$ cat config.mk
export PLATFORM = sky130hd
export DESIGN_NAME = ddr2_sdram_1_local_port_arbiter_flat
export DESIGN_NICKNAME = d
export VERILOG_FILES = /design/src/rtl/ddr2_sdram_1_local_port_arbiter_if.sv /design/src/rtl/ddr2_sdram_1_local_port_arbiter.sv /design/src/flat_wrapper.sv
export SDC_FILE = /design/constraint.sdc
export NUM_CORES = 1
export LEC_CHECK = 0
export CAP_MARGIN = 20
export CORE_AREA = 4 4 121 123
export CTS_BUF_LIST = sky130_fd_sc_hd__clkbuf_8
export DETAILED_ROUTE_END_ITERATION = 8
export DIE_AREA = 0 0 125 127
export PLACE_DENSITY = 0.95
export SETUP_SLACK_MARGIN = 0.1
export SLEW_MARGIN = 20
export SYNTH_ARGS = -nofsm -noshare
export SYNTH_HDL_FRONTEND = slang
export SYNTH_SLANG_ARGS = --single-unit
$ cat constraint.sdc
create_clock -name clk -period 6.8 [get_ports clk]
set_clock_uncertainty 0.1 [all_clocks]
set_input_delay 0.68 -clock clk [delete_from_list [all_inputs] [get_ports clk]]
set_output_delay 0.68 -clock clk [all_outputs]
set_load 0.1 [all_outputs]
$ cat src/rtl/ddr2_sdram_1_local_port_arbiter_if.sv
// ddr2_sdram_1_local_port_arbiter_if
// Bundles the two requester ports (p0_*/p1_*) and the DDR2 HP controller
// local interface (local_*) used by ddr2_sdram_1_local_port_arbiter.
//   slave  : arbiter view (takes port commands, drives controller commands)
//   master : environment view (requesters + controller model)
// Per port: read_req/write_req/address/size/wdata/be in, ack/wdata_req/
// rdata/rdata_valid out. Local: ready/wdata_req/rdata/rdata_valid in,
// read_req/write_req/burstbegin/address/size/wdata/be out.
interface ddr2_sdram_1_local_port_arbiter_if #(
  parameter int unsigned ADDR_W = 24,
  parameter int unsigned DATA_W = 32,
  parameter int unsigned BE_W   = 4
);
  logic              p0_read_req, p0_write_req, p0_ack, p0_wdata_req, p0_rdata_valid;
  logic [ADDR_W-1:0] p0_address;
  logic [1:0]        p0_size;
  logic [DATA_W-1:0] p0_wdata, p0_rdata;
  logic [BE_W-1:0]   p0_be;

  logic              p1_read_req, p1_write_req, p1_ack, p1_wdata_req, p1_rdata_valid;
  logic [ADDR_W-1:0] p1_address;
  logic [1:0]        p1_size;
  logic [DATA_W-1:0] p1_wdata, p1_rdata;
  logic [BE_W-1:0]   p1_be;

  logic              local_ready, local_read_req, local_write_req, local_burstbegin;
  logic [ADDR_W-1:0] local_address;
  logic [1:0]        local_size;
  logic [DATA_W-1:0] local_wdata, local_rdata;
  logic [BE_W-1:0]   local_be;
  logic              local_wdata_req, local_rdata_valid;

  modport slave (
    input  p0_read_req, p0_write_req, p0_address, p0_size, p0_wdata, p0_be,
    output p0_ack, p0_wdata_req, p0_rdata, p0_rdata_valid,
    input  p1_read_req, p1_write_req, p1_address, p1_size, p1_wdata, p1_be,
    output p1_ack, p1_wdata_req, p1_rdata, p1_rdata_valid,
    input  local_ready, local_wdata_req, local_rdata, local_rdata_valid,
    output local_read_req, local_write_req, local_burstbegin, local_address,
           local_size, local_wdata, local_be
  );

  modport master (
    output p0_read_req, p0_write_req, p0_address, p0_size, p0_wdata, p0_be,
    input  p0_ack, p0_wdata_req, p0_rdata, p0_rdata_valid,
    output p1_read_req, p1_write_req, p1_address, p1_size, p1_wdata, p1_be,
    input  p1_ack, p1_wdata_req, p1_rdata, p1_rdata_valid,
    output local_ready, local_wdata_req, local_rdata, local_rdata_valid,
    input  local_read_req, local_write_req, local_burstbegin, local_address,
           local_size, local_wdata, local_be
  );
endinterface

$ cat src/rtl/ddr2_sdram_1_local_port_arbiter.sv
// ddr2_sdram_1_local_port_arbiter
// Two-port arbiter in front of the DDR2 HP controller local interface.
// Grants read/write commands (round-robin), issues them on local_* with
// local_burstbegin, and keeps read/write tag FIFOs of {port, beats} so that
// controller write-beat pulls and read-data beats are steered, in order, to
// the port that issued each command.
// Ports: clk, reset (async, active-high), bus (interface, slave modport).
// Optional: define DDR2_ARB_PORT0_PRIORITY_EN for fixed port-0 priority with
// a starvation guard (port 1 wins after 8 consecutive port-0 grants while it
// waits).
module ddr2_sdram_1_local_port_arbiter #(
  parameter int unsigned ADDR_W    = 24,
  parameter int unsigned DATA_W    = 32,
  parameter int unsigned BE_W      = 4,
  parameter int unsigned TAG_DEPTH = 8
) (
  input logic clk,
  input logic reset,
  ddr2_sdram_1_local_port_arbiter_if.slave bus
);
  localparam int unsigned PW = $clog2(TAG_DEPTH);
  localparam int unsigned CW = PW + 1;

  typedef enum logic {IDLE, CMD} state_t;
  typedef struct packed {
    logic       port;
    logic [1:0] size;
  } tag_t;

  // ---------------- command FSM state ----------------
  state_t            state_q;
  logic              gnt_q, is_wr_q, rd_req_q, wr_req_q, bb_q;
  logic [ADDR_W-1:0] addr_q;
  logic [1:0]        size_q;
`ifdef DDR2_ARB_PORT0_PRIORITY_EN
  logic [3:0]        starve_q;
`else
  logic              prio_q;   // port currently favoured
`endif

  // ---------------- tag FIFOs ----------------
  tag_t            rd_mem [TAG_DEPTH];
  tag_t            wr_mem [TAG_DEPTH];
  logic [PW-1:0]   rd_rptr_q, rd_wptr_q, wr_rptr_q, wr_wptr_q;
  logic [CW-1:0]   rd_cnt_q, wr_cnt_q;
  logic [1:0]      rd_beat_q, wr_beat_q;   // beats already consumed at head
  logic            wsel_q, wval_q;

  logic            rd_full, wr_full;
  logic [1:0]      rd_el, wr_el, port_el;
  logic            gnt_valid, gnt_port, gnt_is_wr;
  logic [ADDR_W-1:0] gnt_addr;
  logic [1:0]      gnt_size_raw, gnt_size;
  logic            accept, rd_push, wr_push;
  tag_t            rd_head, wr_head, push_tag;
  logic            rd_hit, wr_hit, rd_last, wr_last;
  logic [DATA_W-1:0] wdata_mux;
  logic [BE_W-1:0]   be_mux;

  assign rd_full = (rd_cnt_q == CW'(TAG_DEPTH));
  assign wr_full = (wr_cnt_q == CW'(TAG_DEPTH));

  // A full FIFO only masks its own command type.
  always_comb begin
    rd_el     = {bus.p1_read_req,  bus.p0_read_req}  & {2{~rd_full}};
    wr_el     = {bus.p1_write_req, bus.p0_write_req} & {2{~wr_full}};
    port_el   = rd_el | wr_el;
    gnt_valid = |port_el;
`ifdef DDR2_ARB_PORT0_PRIORITY_EN
    gnt_port  = port_el[1] && (!port_el[0] || (starve_q >= 4'd8));
`else
    gnt_port  = port_el[prio_q] ? prio_q : ~prio_q;
`endif
    gnt_is_wr    = wr_el[gnt_port];   // write wins when a port asks for both
    gnt_addr     = gnt_port ? bus.p1_address : bus.p0_address;
    gnt_size_raw = gnt_port ? bus.p1_size : bus.p0_size;
    gnt_size     = (gnt_size_raw == 2'd0) ? 2'd1 : gnt_size_raw;
  end

  // Ack is combinational with local_ready so the requester drops its request
  // before the FSM is back in IDLE; a registered ack would double-grant.
  assign accept   = (state_q == CMD) && bus.local_ready;
  assign rd_push  = accept && !is_wr_q;
  assign wr_push  = accept &&  is_wr_q;
  assign push_tag = '{port: gnt_q, size: size_q};

  assign bus.p0_ack = accept && !gnt_q;
  assign bus.p1_ack = accept &&  gnt_q;
  assign bus.local_read_req   = rd_req_q;
  assign bus.local_write_req  = wr_req_q;
  assign bus.local_burstbegin = bb_q;
  assign bus.local_address    = addr_q;
  assign bus.local_size       = size_q;

  always_ff @(posedge clk or posedge reset) begin
    if (reset) begin
      state_q  <= IDLE;
      gnt_q    <= 1'b0;
      is_wr_q  <= 1'b0;
      rd_req_q <= 1'b0;
      wr_req_q <= 1'b0;
      bb_q     <= 1'b0;
      addr_q   <= '0;
      size_q   <= '0;
`ifdef DDR2_ARB_PORT0_PRIORITY_EN
      starve_q <= '0;
`else
      prio_q   <= 1'b0;
`endif
    end else begin
      unique case (state_q)
        IDLE: begin
          if (gnt_valid) begin
            state_q  <= CMD;
            gnt_q    <= gnt_port;
            is_wr_q  <= gnt_is_wr;
            rd_req_q <= ~gnt_is_wr;
            wr_req_q <= gnt_is_wr;
            bb_q     <= 1'b1;
            addr_q   <= gnt_addr;
            size_q   <= gnt_size;
`ifdef DDR2_ARB_PORT0_PRIORITY_EN
            if (!gnt_port && port_el[1]) starve_q <= starve_q + 4'd1;
            else                         starve_q <= '0;
`endif
          end
        end
        CMD: begin
          bb_q <= 1'b0;
          if (bus.local_ready) begin
            state_q  <= IDLE;
            rd_req_q <= 1'b0;
            wr_req_q <= 1'b0;
`ifndef DDR2_ARB_PORT0_PRIORITY_EN
            // Favour the other port next time; reset value 0 favours port 0.
            prio_q   <= ~gnt_q;
`endif
          end
        end
        default: state_q <= IDLE;
      endcase
    end
  end

  // ---------------- tag FIFO storage ----------------
  always_ff @(posedge clk) begin
    if (rd_push) rd_mem[rd_wptr_q] <= push_tag;
    if (wr_push) wr_mem[wr_wptr_q] <= push_tag;
  end

  assign rd_head = rd_mem[rd_rptr_q];
  assign wr_head = wr_mem[wr_rptr_q];
  assign rd_hit  = bus.local_rdata_valid && (rd_cnt_q != '0);
  assign wr_hit  = bus.local_wdata_req   && (wr_cnt_q != '0);
  assign rd_last = rd_hit && ((rd_beat_q + 2'd1) == rd_head.size);
  assign wr_last = wr_hit && ((wr_beat_q + 2'd1) == wr_head.size);

  always_ff @(posedge clk or posedge reset) begin
    if (reset) begin
      rd_rptr_q <= '0;
      rd_wptr_q <= '0;
      rd_cnt_q  <= '0;
      rd_beat_q <= '0;
      wr_rptr_q <= '0;
      wr_wptr_q <= '0;
      wr_cnt_q  <= '0;
      wr_beat_q <= '0;
      wsel_q    <= 1'b0;
      wval_q    <= 1'b0;
    end else begin
      if (rd_push) rd_wptr_q <= rd_wptr_q + PW'(1);
      if (rd_last) begin
        rd_rptr_q <= rd_rptr_q + PW'(1);
        rd_beat_q <= '0;
      end else if (rd_hit) begin
        rd_beat_q <= rd_beat_q + 2'd1;
      end
      unique case ({rd_push, rd_last})
        2'b10:   rd_cnt_q <= rd_cnt_q + CW'(1);
        2'b01:   rd_cnt_q <= rd_cnt_q - CW'(1);
        default: rd_cnt_q <= rd_cnt_q;
      endcase

      if (wr_push) wr_wptr_q <= wr_wptr_q + PW'(1);
      if (wr_last) begin
        wr_rptr_q <= wr_rptr_q + PW'(1);
        wr_beat_q <= '0;
      end else if (wr_hit) begin
        wr_beat_q <= wr_beat_q + 2'd1;
      end
      unique case ({wr_push, wr_last})
        2'b10:   wr_cnt_q <= wr_cnt_q + CW'(1);
        2'b01:   wr_cnt_q <= wr_cnt_q - CW'(1);
        default: wr_cnt_q <= wr_cnt_q;
      endcase

      // Port presents data the cycle after its wdata_req: remember who.
      wval_q <= wr_hit;
      if (wr_hit) wsel_q <= wr_head.port;
    end
  end

  // ---------------- steering ----------------
  assign bus.p0_wdata_req   = wr_hit && !wr_head.port;
  assign bus.p1_wdata_req   = wr_hit &&  wr_head.port;
  assign bus.p0_rdata_valid = rd_hit && !rd_head.port;
  assign bus.p1_rdata_valid = rd_hit &&  rd_head.port;
  assign bus.p0_rdata       = bus.local_rdata;
  assign bus.p1_rdata       = bus.local_rdata;

  always_comb begin
    wdata_mux = '0;
    be_mux    = '0;
    if (wval_q) begin
      wdata_mux = wsel_q ? bus.p1_wdata : bus.p0_wdata;
      be_mux    = wsel_q ? bus.p1_be    : bus.p0_be;
    end
  end

  assign bus.local_wdata = wdata_mux;
  assign bus.local_be    = be_mux;
endmodule

$ cat src/flat_wrapper.sv
// flat-port wrapper written by rule: the top's interface ports become plain ports
module ddr2_sdram_1_local_port_arbiter_flat 
#(
  parameter int unsigned ADDR_W    = 24,
  parameter int unsigned DATA_W    = 32,
  parameter int unsigned BE_W      = 4,
  parameter int unsigned TAG_DEPTH = 8
)
  (clk, reset, bus_p0_read_req, bus_p0_write_req, bus_p0_address, bus_p0_size, bus_p0_wdata, bus_p0_be, bus_p0_ack, bus_p0_wdata_req, bus_p0_rdata, bus_p0_rdata_valid, bus_p1_read_req, bus_p1_write_req, bus_p1_address, bus_p1_size, bus_p1_wdata, bus_p1_be, bus_p1_ack, bus_p1_wdata_req, bus_p1_rdata, bus_p1_rdata_valid, bus_local_ready, bus_local_wdata_req, bus_local_rdata, bus_local_rdata_valid, bus_local_read_req, bus_local_write_req, bus_local_burstbegin, bus_local_address, bus_local_size, bus_local_wdata, bus_local_be);
  ddr2_sdram_1_local_port_arbiter_if #(.ADDR_W(ADDR_W), .DATA_W(DATA_W), .BE_W(BE_W)) bus_i ();
  input logic clk;
  input logic reset;
  input wire logic [$bits(bus_i.p0_read_req)-1:0] bus_p0_read_req;
  input wire logic [$bits(bus_i.p0_write_req)-1:0] bus_p0_write_req;
  input wire logic [$bits(bus_i.p0_address)-1:0] bus_p0_address;
  input wire logic [$bits(bus_i.p0_size)-1:0] bus_p0_size;
  input wire logic [$bits(bus_i.p0_wdata)-1:0] bus_p0_wdata;
  input wire logic [$bits(bus_i.p0_be)-1:0] bus_p0_be;
  output wire logic [$bits(bus_i.p0_ack)-1:0] bus_p0_ack;
  output wire logic [$bits(bus_i.p0_wdata_req)-1:0] bus_p0_wdata_req;
  output wire logic [$bits(bus_i.p0_rdata)-1:0] bus_p0_rdata;
  output wire logic [$bits(bus_i.p0_rdata_valid)-1:0] bus_p0_rdata_valid;
  input wire logic [$bits(bus_i.p1_read_req)-1:0] bus_p1_read_req;
  input wire logic [$bits(bus_i.p1_write_req)-1:0] bus_p1_write_req;
  input wire logic [$bits(bus_i.p1_address)-1:0] bus_p1_address;
  input wire logic [$bits(bus_i.p1_size)-1:0] bus_p1_size;
  input wire logic [$bits(bus_i.p1_wdata)-1:0] bus_p1_wdata;
  input wire logic [$bits(bus_i.p1_be)-1:0] bus_p1_be;
  output wire logic [$bits(bus_i.p1_ack)-1:0] bus_p1_ack;
  output wire logic [$bits(bus_i.p1_wdata_req)-1:0] bus_p1_wdata_req;
  output wire logic [$bits(bus_i.p1_rdata)-1:0] bus_p1_rdata;
  output wire logic [$bits(bus_i.p1_rdata_valid)-1:0] bus_p1_rdata_valid;
  input wire logic [$bits(bus_i.local_ready)-1:0] bus_local_ready;
  input wire logic [$bits(bus_i.local_wdata_req)-1:0] bus_local_wdata_req;
  input wire logic [$bits(bus_i.local_rdata)-1:0] bus_local_rdata;
  input wire logic [$bits(bus_i.local_rdata_valid)-1:0] bus_local_rdata_valid;
  output wire logic [$bits(bus_i.local_read_req)-1:0] bus_local_read_req;
  output wire logic [$bits(bus_i.local_write_req)-1:0] bus_local_write_req;
  output wire logic [$bits(bus_i.local_burstbegin)-1:0] bus_local_burstbegin;
  output wire logic [$bits(bus_i.local_address)-1:0] bus_local_address;
  output wire logic [$bits(bus_i.local_size)-1:0] bus_local_size;
  output wire logic [$bits(bus_i.local_wdata)-1:0] bus_local_wdata;
  output wire logic [$bits(bus_i.local_be)-1:0] bus_local_be;
  assign bus_i.p0_read_req = bus_p0_read_req;
  assign bus_i.p0_write_req = bus_p0_write_req;
  assign bus_i.p0_address = bus_p0_address;
  assign bus_i.p0_size = bus_p0_size;
  assign bus_i.p0_wdata = bus_p0_wdata;
  assign bus_i.p0_be = bus_p0_be;
  assign bus_p0_ack = bus_i.p0_ack;
  assign bus_p0_wdata_req = bus_i.p0_wdata_req;
  assign bus_p0_rdata = bus_i.p0_rdata;
  assign bus_p0_rdata_valid = bus_i.p0_rdata_valid;
  assign bus_i.p1_read_req = bus_p1_read_req;
  assign bus_i.p1_write_req = bus_p1_write_req;
  assign bus_i.p1_address = bus_p1_address;
  assign bus_i.p1_size = bus_p1_size;
  assign bus_i.p1_wdata = bus_p1_wdata;
  assign bus_i.p1_be = bus_p1_be;
  assign bus_p1_ack = bus_i.p1_ack;
  assign bus_p1_wdata_req = bus_i.p1_wdata_req;
  assign bus_p1_rdata = bus_i.p1_rdata;
  assign bus_p1_rdata_valid = bus_i.p1_rdata_valid;
  assign bus_i.local_ready = bus_local_ready;
  assign bus_i.local_wdata_req = bus_local_wdata_req;
  assign bus_i.local_rdata = bus_local_rdata;
  assign bus_i.local_rdata_valid = bus_local_rdata_valid;
  assign bus_local_read_req = bus_i.local_read_req;
  assign bus_local_write_req = bus_i.local_write_req;
  assign bus_local_burstbegin = bus_i.local_burstbegin;
  assign bus_local_address = bus_i.local_address;
  assign bus_local_size = bus_i.local_size;
  assign bus_local_wdata = bus_i.local_wdata;
  assign bus_local_be = bus_i.local_be;
  ddr2_sdram_1_local_port_arbiter #(.ADDR_W(ADDR_W), .DATA_W(DATA_W), .BE_W(BE_W), .TAG_DEPTH(TAG_DEPTH)) u_core (.clk(clk), .reset(reset), .bus(bus_i));
endmodule
=== Yosys cells after proc, flatten, opt, wreduce, memory -nomap -nowiden ===
Memory sizes are Yosys's and may differ from the RTL's.
Index checks and enable logic that the tools add are counted.

* Reduce and logical (&&, ||, !) cells: 28
* Add/subtract/negate cells: 10
* Shift operators: 0
* Divide/modulo/power cells: 0
* $mul: 0
* Magnitude comparators: 2
* Equality and inequality tests: 10
* Bitwise gates (word level): 9
* Multiplexer cells: 32

{| class="wikitable"
|+ Operators by type and width
! kind !! count
|-
| 32-bit 2-to-1 mux || 2
|-
| 24-bit 2-to-1 mux || 1
|-
| 4-bit case mux with 2 select lines || 2
|-
| 1-bit 2-to-1 mux || 15
|-
| 1-bit logical AND || 13
|-
| 3-bit by 1-bit adder with 3-bit output, second input constant || 4
|-
| 2-bit 2-to-1 mux || 6
|-
| 4-bit by 1-bit adder with 4-bit output, second input constant || 2
|-
| 4-bit equality test, second input constant || 2
|-
| 4-bit 2-to-1 mux || 2
|-
| 1-bit case mux with 2 select lines || 4
|-
| 2-bit nonzero test || 4
|-
| 4-bit nonzero test || 2
|-
| 4-bit by 1-bit subtractor with 4-bit output, second input constant || 2
|-
| 1-bit inverter || 6
|-
| 2-bit AND reduction || 3
|-
| 2-bit by 1-bit adder with 2-bit output, second input constant || 2
|-
| 2-bit AND || 2
|-
| 2-bit by 1-bit equality test with 1-bit output, second input constant || 2
|-
| 2-bit equality test || 2
|-
| 2-bit equality test, second input constant || 2
|-
| 1-bit logical NOT || 4
|-
| 1-bit by 2-bit < comparator with 1-bit output, second input constant || 2
|-
| 2-bit logical NOT || 1
|-
| 4 further kinds || 4
|}

* Output and inout bits: 135
* Bits in latches: 0
* Logic and storage cells: 112
* Memories kept: 2
* Memory bits (writable): 48
* Input bits: 165
* Register bits after elaboration: 59
* Memory bits (read-only): 0

{| class="wikitable"
|+ Memories
! memory !! depth !! width !! rd ports !! clocked after Yosys merged registers in !! write ports !! RTL line !! source
|-
| u_core.rd_mem || 8 || 3 || 1 || 0 || 1 || ddr2_sdram_1_local_port_arbiter.sv:42 || <nowiki>tag_t rd_mem [TAG_DEPTH];</nowiki>
|-
| u_core.wr_mem || 8 || 3 || 1 || 0 || 1 || ddr2_sdram_1_local_port_arbiter.sv:43 || <nowiki>tag_t wr_mem [TAG_DEPTH];</nowiki>
|}

=== Logic depth before layout (Yosys ltp) ===
Gate-level depths: netlist of run 1.

* Depth in word-level cells: 12
* Mapped depth: 13
* Depth with buffers taken out: 12

=== Worst setup path before layout of run 1 ===
No wires, ideal clock.

* Path type: register to output
* Start point: reg u_core.wsel_q
* End point: out bus_local_wdata[10]
* Cell stages (with the launch flop): 5
* Buffers on the path: 2
* Slack: 3.345 ns
* Arrival time: 2.675 ns
* Required time: 6.020 ns
* Cells stage by stage: dfrtp_1 -> clkbuf_1 -> buf_1 -> mux2i_1 -> nor2b_1

* Cells in the longest elaborated chain, start to end: 2

{| class="wikitable"
|+ RTL lines
! item !! RTL line !! source
|-
| from (decl) || ddr2_sdram_1_local_port_arbiter.sv:47 || <nowiki>logic wsel_q, wval_q;</nowiki>
|-
| from (signal assigned) || ddr2_sdram_1_local_port_arbiter.sv:199 || <nowiki>if (wr_hit) wsel_q <= wr_head.port;</nowiki>
|-
| 32-bit 2-to-1 mux || ddr2_sdram_1_local_port_arbiter.sv:215 || <nowiki>wdata_mux = wsel_q ? bus.p1_wdata : bus.p0_wdata;</nowiki>
|-
| 32-bit 2-to-1 mux || ddr2_sdram_1_local_port_arbiter.sv:214 || <nowiki>if (wval_q) begin</nowiki>
|-
| to (decl) || flat_wrapper.sv:42 || <nowiki>output wire logic [$bits(bus_i.local_wdata)-1:0] bus_local_wdata;</nowiki>
|}

No other way between the ends.

=== Final worst setup path of run 1 ===
* Start point: reg u_core.wr_rptr_q[0]
* End point: out bus_p0_wdata_req

* Cells in the longest elaborated chain, start to end: 3

{| class="wikitable"
|+ RTL lines
! item !! RTL line !! source
|-
| from (decl) || ddr2_sdram_1_local_port_arbiter.sv:44 || <nowiki>logic [PW-1:0] rd_rptr_q, rd_wptr_q, wr_rptr_q, wr_wptr_q;</nowiki>
|-
| from (signal assigned) || ddr2_sdram_1_local_port_arbiter.sv:186 || <nowiki>wr_rptr_q <= wr_rptr_q + PW'(1);</nowiki>
|-
| memory 8 x 3 bit || - ||
|-
| 1-bit logical NOT || ddr2_sdram_1_local_port_arbiter.sv:204 || <nowiki>assign bus.p0_wdata_req = wr_hit && !wr_head.port;</nowiki>
|-
| 1-bit logical AND || ddr2_sdram_1_local_port_arbiter.sv:204 ||
|-
| to (decl) || flat_wrapper.sv:20 || <nowiki>output wire logic [$bits(bus_i.p0_wdata_req)-1:0] bus_p0_wdata_req;</nowiki>
|}

No other way between the ends.

==> results.cfg, run 1 <==
[flow_run]
drv_cap = 0

[logic_synthesis]
synth_compound_area_share_pct = 5.410
syn-num-nets = 707
avgSynthCellArea_um2 = 11.35
seq_area_frac_synth_pct = 48.34
syn_area_um2 = 6036
synth_top_family_by_area = multiplexers
yosysUniqueCellTypes = 48
synth-xor-area-share_pct = 2.612
synthAdderAreaFrac_pct = 2.073
synth-seq-cells = 107
synth-simple-area-share_pct = 13.33
ys_warn_count = 0
synth-edff-count = 48
async_reset_ff_share_pct = 55.14
synthMuxAreaShare_pct = 17.81
synthCells = 532
synthFlopType = dfrtp_1

[route]
vias = 4355
first_pass_iters = 4
top_layer = met4
drc_errors = 0
wl_met3_um = 1246
drtAntennaViolNets = 0
route.layer.met1.wl_um = 5803
route.met2.wl_um = 8149
postRouteWirelength_um = 15570
drt_iter0_drc = 210
drt-wirelength-per-cell_um = 18.42
viasPerCell = 5.154

[sta]
post-route-period-util_pct = 57.39
slew_headroom_pct = 32.47
layout_setup_ws_ns = 2.898
slew_viol_final = 0
rsz0062_at_grt = no
holdWs_ns = 0.4140
setup_viol = 0
hold_viol_final = 0
tns_ns = 0
tightest_slew_ns = 1.010
fin_crit_ns = 3.902
max_freq_mhz = 256.3

[final_layout]
layout-drive-gt1-share_pct = 5.865
final_cell_mix = 203 x clkdlybuf4s50_1, 76 x mux2i_1, 58 x dfrtp_1
fin_util_pct = 58.03
final_common_cell = clkdlybuf4s50_1
fin_nets = 835
syn_to_final_growth_pct = 31.38
n_antenna_cell = 0

[die]
dieArea_um2 = 15880
die_h_um = 127
ios = 300
die_x_um = 125
initial_core_util_pct = 44.17
rows = 43
core-area_um2 = 13670

[min_path]
hold_end = u_core.wr_cnt_q[3]
min_path_type = flop to flop
holdPathStages = 1
min_from = u_core.wr_cnt_q[3]

[clock_network]
root_buffer = clkbuf_8
cts.clk_slew.worst_paths_ns = 0.09
clk_latency_ns = 0.36
cts_setup_buffers = 0
numCtsBuffers = 9
clkSinkCount = 107
max-clock-path-buffers = 2
htree_num_levels = 3
cts_tree = yes
hold_buffers = 0
cts_resized = 0

[placement]
io_buffers = 203
pre_cts_slack_ns = 3.253
routabilityCongestion = 0.8435
dp_hpwl_um = 12500

[critical_path]
crit_family = buffers and inverters
r2r_cells = 11
timing.rr.end = u_core.rd_cnt_q[2]
r2r-start = u_core.rd_rptr_q[1]
cp.arrival_ns = 3.12
crit_required_ns = 6.02
worst-setup-path-type = flop to primary output
path_max_fanout = 10
startpoint_type = flop
reg2reg_slack_ns = 3.34
critPathMaxStageDelay_ns = 1.14
slowest_stage = clkdlybuf4s50_1
crit_chain = mux4_2, mux2i_1, and2_1, clkdlybuf4s50_1
path_buf_inv = 1
crit_path_end_kind = primary output

[global_route]
antenna_found_initial = 0
grt_pass1_wl_um = 23240
track_usage_pct = 18.75
grt_max_degree = 60
grt_pass1_vias = 4261
grt.overflow.total = 0

[power_and_ir_drop]
ir_worst_vdd_mv = 0.2719
p_per_area_nw_per_um2 = 459.4
leakagePower_nw = 3.152

[outcome]
status = finished, final reports clean
-- per-stage QoR --
stage | instance area [um2] | cells | total power [mW]
after floorplan | 6036 | 532 | 2.941
after global placement | 7722 | 828 | 3.238
after detailed placement | 7722 | 828 | 3.298
after CTS | 7903 | 844 | 3.659
after global routing | 7930 | 845 | 3.831
final | 7930 | 845 | 3.643
-- where the power goes --
part           leakage (nW)  internal [mW]  switching (mW)
clock network        0.0981          0.164           0.198
registers              1.11          0.874           0.292
logic                  1.94          0.726            1.39
-- Yosys cell counts (6+ instances only) --
cell / instances / area, um2
a21oi_1: 31 / 155.2
buf_4: 65 / 488.0
clkbuf_1: 14 / 52.55
dfrtp_1: 59 / 1476
edfxtp_1: 48 / 1441
ha_1: 10 / 125.1
mux2_2: 9 / 101.4
mux2i_1: 77 / 770.7
mux4_2: 8 / 180.2
nand2_1: 17 / 63.81
nand3_1: 6 / 30.03
nand4_1: 6 / 37.54
nor2_1: 56 / 210.2
nor2b_1: 38 / 237.7
xor2_1: 13 / 113.9
-- cell families (layout without fill, tap and decap cells) --
group | after synthesis | after routing
xor+xnor | 18 | 18
buf+inv | 95 | 228
mux | 95 | 95
compound gates | 53 | 53
simple gates | 154 | 154
flops | 107 | 107
fa+ha+maj | 10 | 10
-- how the worst max path moves through the flow --
stage	startpoint	end	slack, ns	cells after the start
final	u_core.wr_rptr_q[0]	bus_p0_wdata_req	2.90	4
after global routing	u_core.rd_rptr_q[0]	bus_p0_rdata_valid	2.72	4
after CTS	u_core.wr_rptr_q[0]	bus_p0_wdata_req	2.84	4
after detailed placement	u_core.wr_rptr_q[0]	bus_p0_wdata_req	3.25	4
after global placement	u_core.wr_rptr_q[0]	bus_p0_wdata_req	3.27	4
after floorplan	u_core.wsel_q	bus_local_wdata[10]	3.35	4
-- cell type report --
type,count,area (um2)
tap,180,225.2
multi-input combinational,330,2509
inverter,6,22.52
clock inverter,7,56.30
clock buffer,9,123.9
timing repair buffer,206,2074
fill,1080,5736
sequential,107,2919
-- registers in the layout (all words and copies together), names as in the netlist, 3 cells and up --
register and cells:
u_core.bus.local_address 24, u_core.rd_cnt_q 4, u_core.rd_mem 24, u_core.rd_rptr_q 3, u_core.rd_wptr_q 3, u_core.wr_cnt_q 4
u_core.wr_mem 24, u_core.wr_rptr_q 3, u_core.wr_wptr_q 3
-- routing by layer --
metal,global-route usage (%),up-vias
li1,-,2065
met1,21.24,2043
met2,33.76,217
met3,5.100,30
met4,7.334,0
met5,0,-
(Power assumes the default switching activity.)
==> run 2: changes to the inputs <==
- CORE_AREA: 4 4 121 123 -> 4 4 125 127
- DIE_AREA: 0 0 125 127 -> 0 0 129 131
- PLACE_DENSITY: 0.95 -> 0.92
- clock period: 6.8 -> 3.9 ns (I/O delays scaled with it)
==> run 2 against run 1 <==
Net effect:
- core utilization down 3.5 points
- clock power up 89%
- setup slack worse by 2.4 ns
- design area down 0.90%
- sequential power up 68%
- via count down 1.2%
- routed wire length down 5.0%
- total power up 75%
==> results.cfg, run 2 (synthesis results as in run 1) <==
[placement]
dp_hpwl_um = 11990
io_buffers = 203
routabilityCongestion = 0.7646
placed_cell_area_um2 = 7652

[global_route]
grt_pass1_vias = 4263
grt_pass1_wl_um = 22330
track_usage_pct = 16.89
grt.overflow.total = 0
antenna_found_initial = 0
grt_max_degree = 37

[die]
rows = 44
initial_core_util_pct = 41.85
core-area_um2 = 14420
dieArea_um2 = 16900
die_h_um = 131
ios = 300
die_x_um = 129

[sta]
tightest_slew_ns = 1.031
hold_viol_final = 0
max_freq_mhz = 295.5
setup_viol = 0
rsz0062_at_grt = no
slew_headroom_pct = 31.03
post-route-period-util_pct = 86.78
tns_ns = 0
fin_crit_ns = 3.384
slew_viol_final = 0

[final_layout]
fillers = 1218
final_cell_mix = 161 x clkdlybuf4s50_1, 76 x mux2i_1, 58 x dfrtp_1
ff_latch_area_um2 = 2919
final_common_cell = clkdlybuf4s50_1
syn_to_final_growth_pct = 30.20
fin_nets = 838
layout-drive-gt1-share_pct = 13.02
multi_input_area_um2 = 2509
final_area_um2 = 7859

[min_path]
min_path_type = primary input to asynchronous set/reset pin

[critical_path]
crit_required_ns = 4.04
worst-setup-path-type = flop to flop
path_max_fanout = 10
crit_top_cell = xor2_1
slowest_stage = dfrtp_1
crit_family = multiplexers
startpoint_type = flop
cp.arrival_ns = 3.52
path_buf_inv = 0
crit_chain = mux4_2, mux2i_1, nand3_1, mux2i_4, ha_1, xor2_1, ha_1, a21oi_1, xor2_1, nor2_1, xor2_1
crit_path_end_kind = flop
critPathMaxStageDelay_ns = 0.69

[clock_network]
cts_resized = 0
clkSinkCount = 107
max-clock-path-buffers = 2
htree_num_levels = 3
cts.clk_slew.worst_paths_ns = 0.09
hold_buffers = 0
root_buffer = clkbuf_8
clk_latency_ns = 0.35
cts_tree = yes
cts_setup_buffers = 0
numCtsBuffers = 9

[route]
vias = 4302
drc_errors = 0
drt_iter0_drc = 199
first_pass_iters = 4
viasPerCell = 5.043
postRouteWirelength_um = 14790
drt-wirelength-per-cell_um = 17.34
drtAntennaViolNets = 0

[power_and_ir_drop]
p_per_area_nw_per_um2 = 810.8
ir_worst_vdd_mv = 0.6978
leakagePower_nw = 3.238

[outcome]
status = finished, final reports clean

[flow_run]
drv_cap = 0
[run 2: stage by stage]
| stage | util, % | cells | power [mW] | worst slack [ns] | hold slack [ns] |
|---|---|---|---|---|---|
| after detailed placement | 53.05 | 836 | 5.718 | 0.5463 | 0.3972 |
| after global routing | 54.47 | 852 | 6.702 | 0.2413 | 0.3806 |
| after floorplan | - | 532 | 5.129 | 0.7352 | 0.3702 |
| after global placement | 53.05 | 836 | 5.620 | 0.7089 | 0.3875 |
| final | 54.48 | 853 | 6.372 | 0.5156 | 0.3151 |
| after CTS | 54.47 | 852 | 6.400 | 0.5357 | 0.3211 |
[run 2: path summary, 6_finish.rpt]
check,from,to,slack [ns],cells past startpoint
max reg2reg,u_core.wr_rptr_q[0],u_core.wr_cnt_q[2],0.52,11
max in group asynchronous,reset,u_core.bus.local_address[6],2.56,3
max,u_core.wr_rptr_q[0],u_core.wr_cnt_q[2],0.52,11
min,reset,u_core.rd_wptr_q[0],0.32,2
min reg2reg,u_core.wr_cnt_q[3],u_core.wr_cnt_q[3],0.41,1
min in group clk,u_core.wr_cnt_q[3],u_core.wr_cnt_q[3],0.41,1
[run 2: cell type report]
class	instances	share of cell area (%)
flip-flops and latches	107	37.14
multi-input cells	330	31.92
repair buffers	209	25.09
well taps	184	2.929
clock buffers	11	1.926
clock inverters	5	0.6687
inverters	6	0.2866
diodes	1	0.03184
[run 2: power breakdown]
| part | switching, mW | internal [mW] | leakage, nW | total, mW |
|---|---|---|---|---|
| Clock | 0.353 | 0.330 | 0.112 | 0.683 |
| Sequential | 0.431 | 1.53 | 1.11 | 1.96 |
| Combinational | 2.51 | 1.23 | 2.02 | 3.73 |
[run 2: metal layers]
layer  up-vias  global-route usage [%]  routed length, um
met4         0                   7.968                574
li1       2079                       -                  -
met5         -                       0                  0
met1      1978                   20.33               5599
met2       194                   27.68               7221
met3        51                   5.366               1396
[run 2: worst register-to-register path: stages, from the launching register on]
cell and delay, ns:
dfrtp_1 0.69, mux4_2 0.58, mux2i_1 0.40, nand3_1 0.19, mux2i_4 0.24, ha_1 0.29, xor2_1 0.10, ha_1 0.19
a21oi_1 0.15, xor2_1 0.15, nor2_1 0.06, xor2_1 0.14
==> run 3: changes to the inputs <==
- CORE_AREA: 4 4 125 127 -> 4 4 107 149
- DIE_AREA: 0 0 129 131 -> 0 0 111 153
- PLACE_DENSITY: 0.92 -> 0.91
==> run 3 against run 2 <==
Net effect:
- routed wire length grew 9.0%
- critical path depth shrank 1
- worst hold slack lost 0.060 ns
- count of clock-buffer cells in the layout shrank 2
- cell count grew 0.35%
- critical path type unchanged
- critical endpoint is now u_core.wr_cnt_q[3]
- largest power group unchanged
- highest routed layer is now met5
==> results.cfg, run 3 (synthesis results as in run 1) <==
[global_route]
grt_pass1_wl_um = 24240
antenna_found_initial = 1
track_usage_pct = 18.36
grt_max_degree = 40
grt.overflow.total = 0
grt_pass1_vias = 4376

[placement]
io_buffers = 203
dp_hpwl_um = 13110
routabilityCongestion = 0.8701

[critical_path]
reg2reg_slack_ns = 0.50
crit_path_end_kind = flop
crit_end = u_core.wr_cnt_q[3]
r2r_cells = 10
path_buf_inv = 0
slowest_stage = dfrtp_1
startpoint_type = flop
path_max_fanout = 10
cp.depth = 10
crit_required_ns = 4.09
crit_chain = mux4_2, mux2i_1, nand3_1, mux2i_4, ha_1, nor4bb_1, a21oi_1, o22a_1, nor2_1, xor2_1
cp.arrival_ns = 3.59
crit_family = multiplexers
worst-setup-path-type = flop to flop
r2r-start = u_core.wr_rptr_q[0]
critPathMaxStageDelay_ns = 0.67
startpoint = u_core.wr_rptr_q[0]
timing.rr.end = u_core.wr_cnt_q[3]

[clock_network]
htree_num_levels = 3
numCtsBuffers = 9
root_buffer = clkbuf_8
cts_resized = 0
cts.clk_slew.worst_paths_ns = 0.10
hold_buffers = 0
clk_latency_ns = 0.36
clkSinkCount = 107
cts_setup_buffers = 0
max-clock-path-buffers = 2
cts_tree = yes

[power_and_ir_drop]
power_frac_seq_pct = 31.3
leakagePower_nw = 3.218
p_int_mw = 3.049
pwr-share-comb_pct = 58.1
pwr-share-clk_pct = 10.7
switching_power_mw = 3.308
p_sw_share_pct = 52.04
ir_worst_vdd_mv = 0.5428
p_per_area_nw_per_um2 = 809.9

[sta]
tns_ns = 0
slew_viol_final = 0
slew_headroom_pct = 33.25
max_freq_mhz = 294.3
post-route-period-util_pct = 87.12
setup_viol = 0
fin_crit_ns = 3.398
hold_viol_final = 0
tightest_slew_ns = 0.9982
holdWs_ns = 0.2549
rsz0062_at_grt = no

[flow_run]
drv_cap = 0

[die]
ios = 300
core-area_um2 = 14510
initial_core_util_pct = 41.60
die_x_um = 111
rows = 52
die_h_um = 153
dieArea_um2 = 16980

[final_layout]
n_antenna_cell = 0
fin_nets = 837
final_cell_mix = 161 x clkdlybuf4s50_1, 76 x mux2i_1, 58 x dfrtp_1
layout-drive-gt1-share_pct = 13.19
syn_to_final_growth_pct = 30.06
final_common_cell = clkdlybuf4s50_1
fillers = 1199

[route]
viasPerCell = 5.099
drt-wirelength-per-cell_um = 18.83
drt_iter0_drc = 218
first_pass_iters = 4
vias = 4365
drtAntennaViolNets = 0
postRouteWirelength_um = 16120
drc_errors = 0

[outcome]
status = finished, final reports clean

[min_path]
min_path_type = primary input to asynchronous set/reset pin
run 3: cell types whose count changed in the layout (fill, tap and decap cells not counted), sizes merged:
cell / change
clkbuf: -2
clkinvlp: +2
diode: -1
buf: -1
run 3: how the worst min path moves through the flow:
stage | startpoint | end | depth (start not counted)
after CTS | reset | u_core.bus.local_address[17] | 2
after detailed placement | u_core.rd_cnt_q[3] | u_core.rd_cnt_q[3] | 1
final | reset | u_core.bus.local_address[18] | 2
after global routing | reset | u_core.bus.local_address[16] | 2
after floorplan | u_core.wr_beat_q[1] | u_core.wr_beat_q[1] | 1
after global placement | u_core.wr_beat_q[1] | u_core.wr_beat_q[1] | 1
run 3: power by group through the flow:
stage	registers [mW]	logic, mW	clock network (mW)
after detailed placement	2.00	3.71	0
final	1.99	3.69	0.678
after floorplan	2.49	2.64	0
after CTS	1.99	3.72	0.697
after global placement	1.99	3.64	0
after global routing	2.06	3.89	0.739
run 3: final cells by class:
type / count / area [um2] / area share (%)
Clock inverter: 7 / 75.07 / 0.9563
Multi-Input combinational cell: 330 / 2509 / 31.96
Sequential cell: 107 / 2919 / 37.19
Inverter: 6 / 22.52 / 0.2869
Clock buffer: 9 / 123.9 / 1.578
Tap cell: 189 / 236.5 / 3.012
Timing Repair Buffer: 208 / 1964 / 25.02
run 3: metal layers:
metal  vias to the layer above  GRT usage, %  wire length [um]  part of all wire (%)
met2                       215         34.49              8848                    55
met4                         2         7.981               539                   3.3
met3                        43         5.340              1265                   7.8
met5                         -             0                13                 0.081
li1                       2067             -                 -                     -
met1                      2038         18.68              5454                    34
run 3: metrics by stage:
step	instance area, um2	setup WS [ns]	cells	util, %	total power, mW
2_1_floorplan	6036	0.7352	532	-	5.129
3_3_place_gp	7651	0.6851	840	52.73	5.622
3_5_place_dp	7651	0.4934	840	52.73	5.716
4_1_cts	7850	0.4673	856	54.10	6.405
5_1_grt	7850	0.2214	856	54.10	6.686
6_report	7850	0.5024	856	54.10	6.358
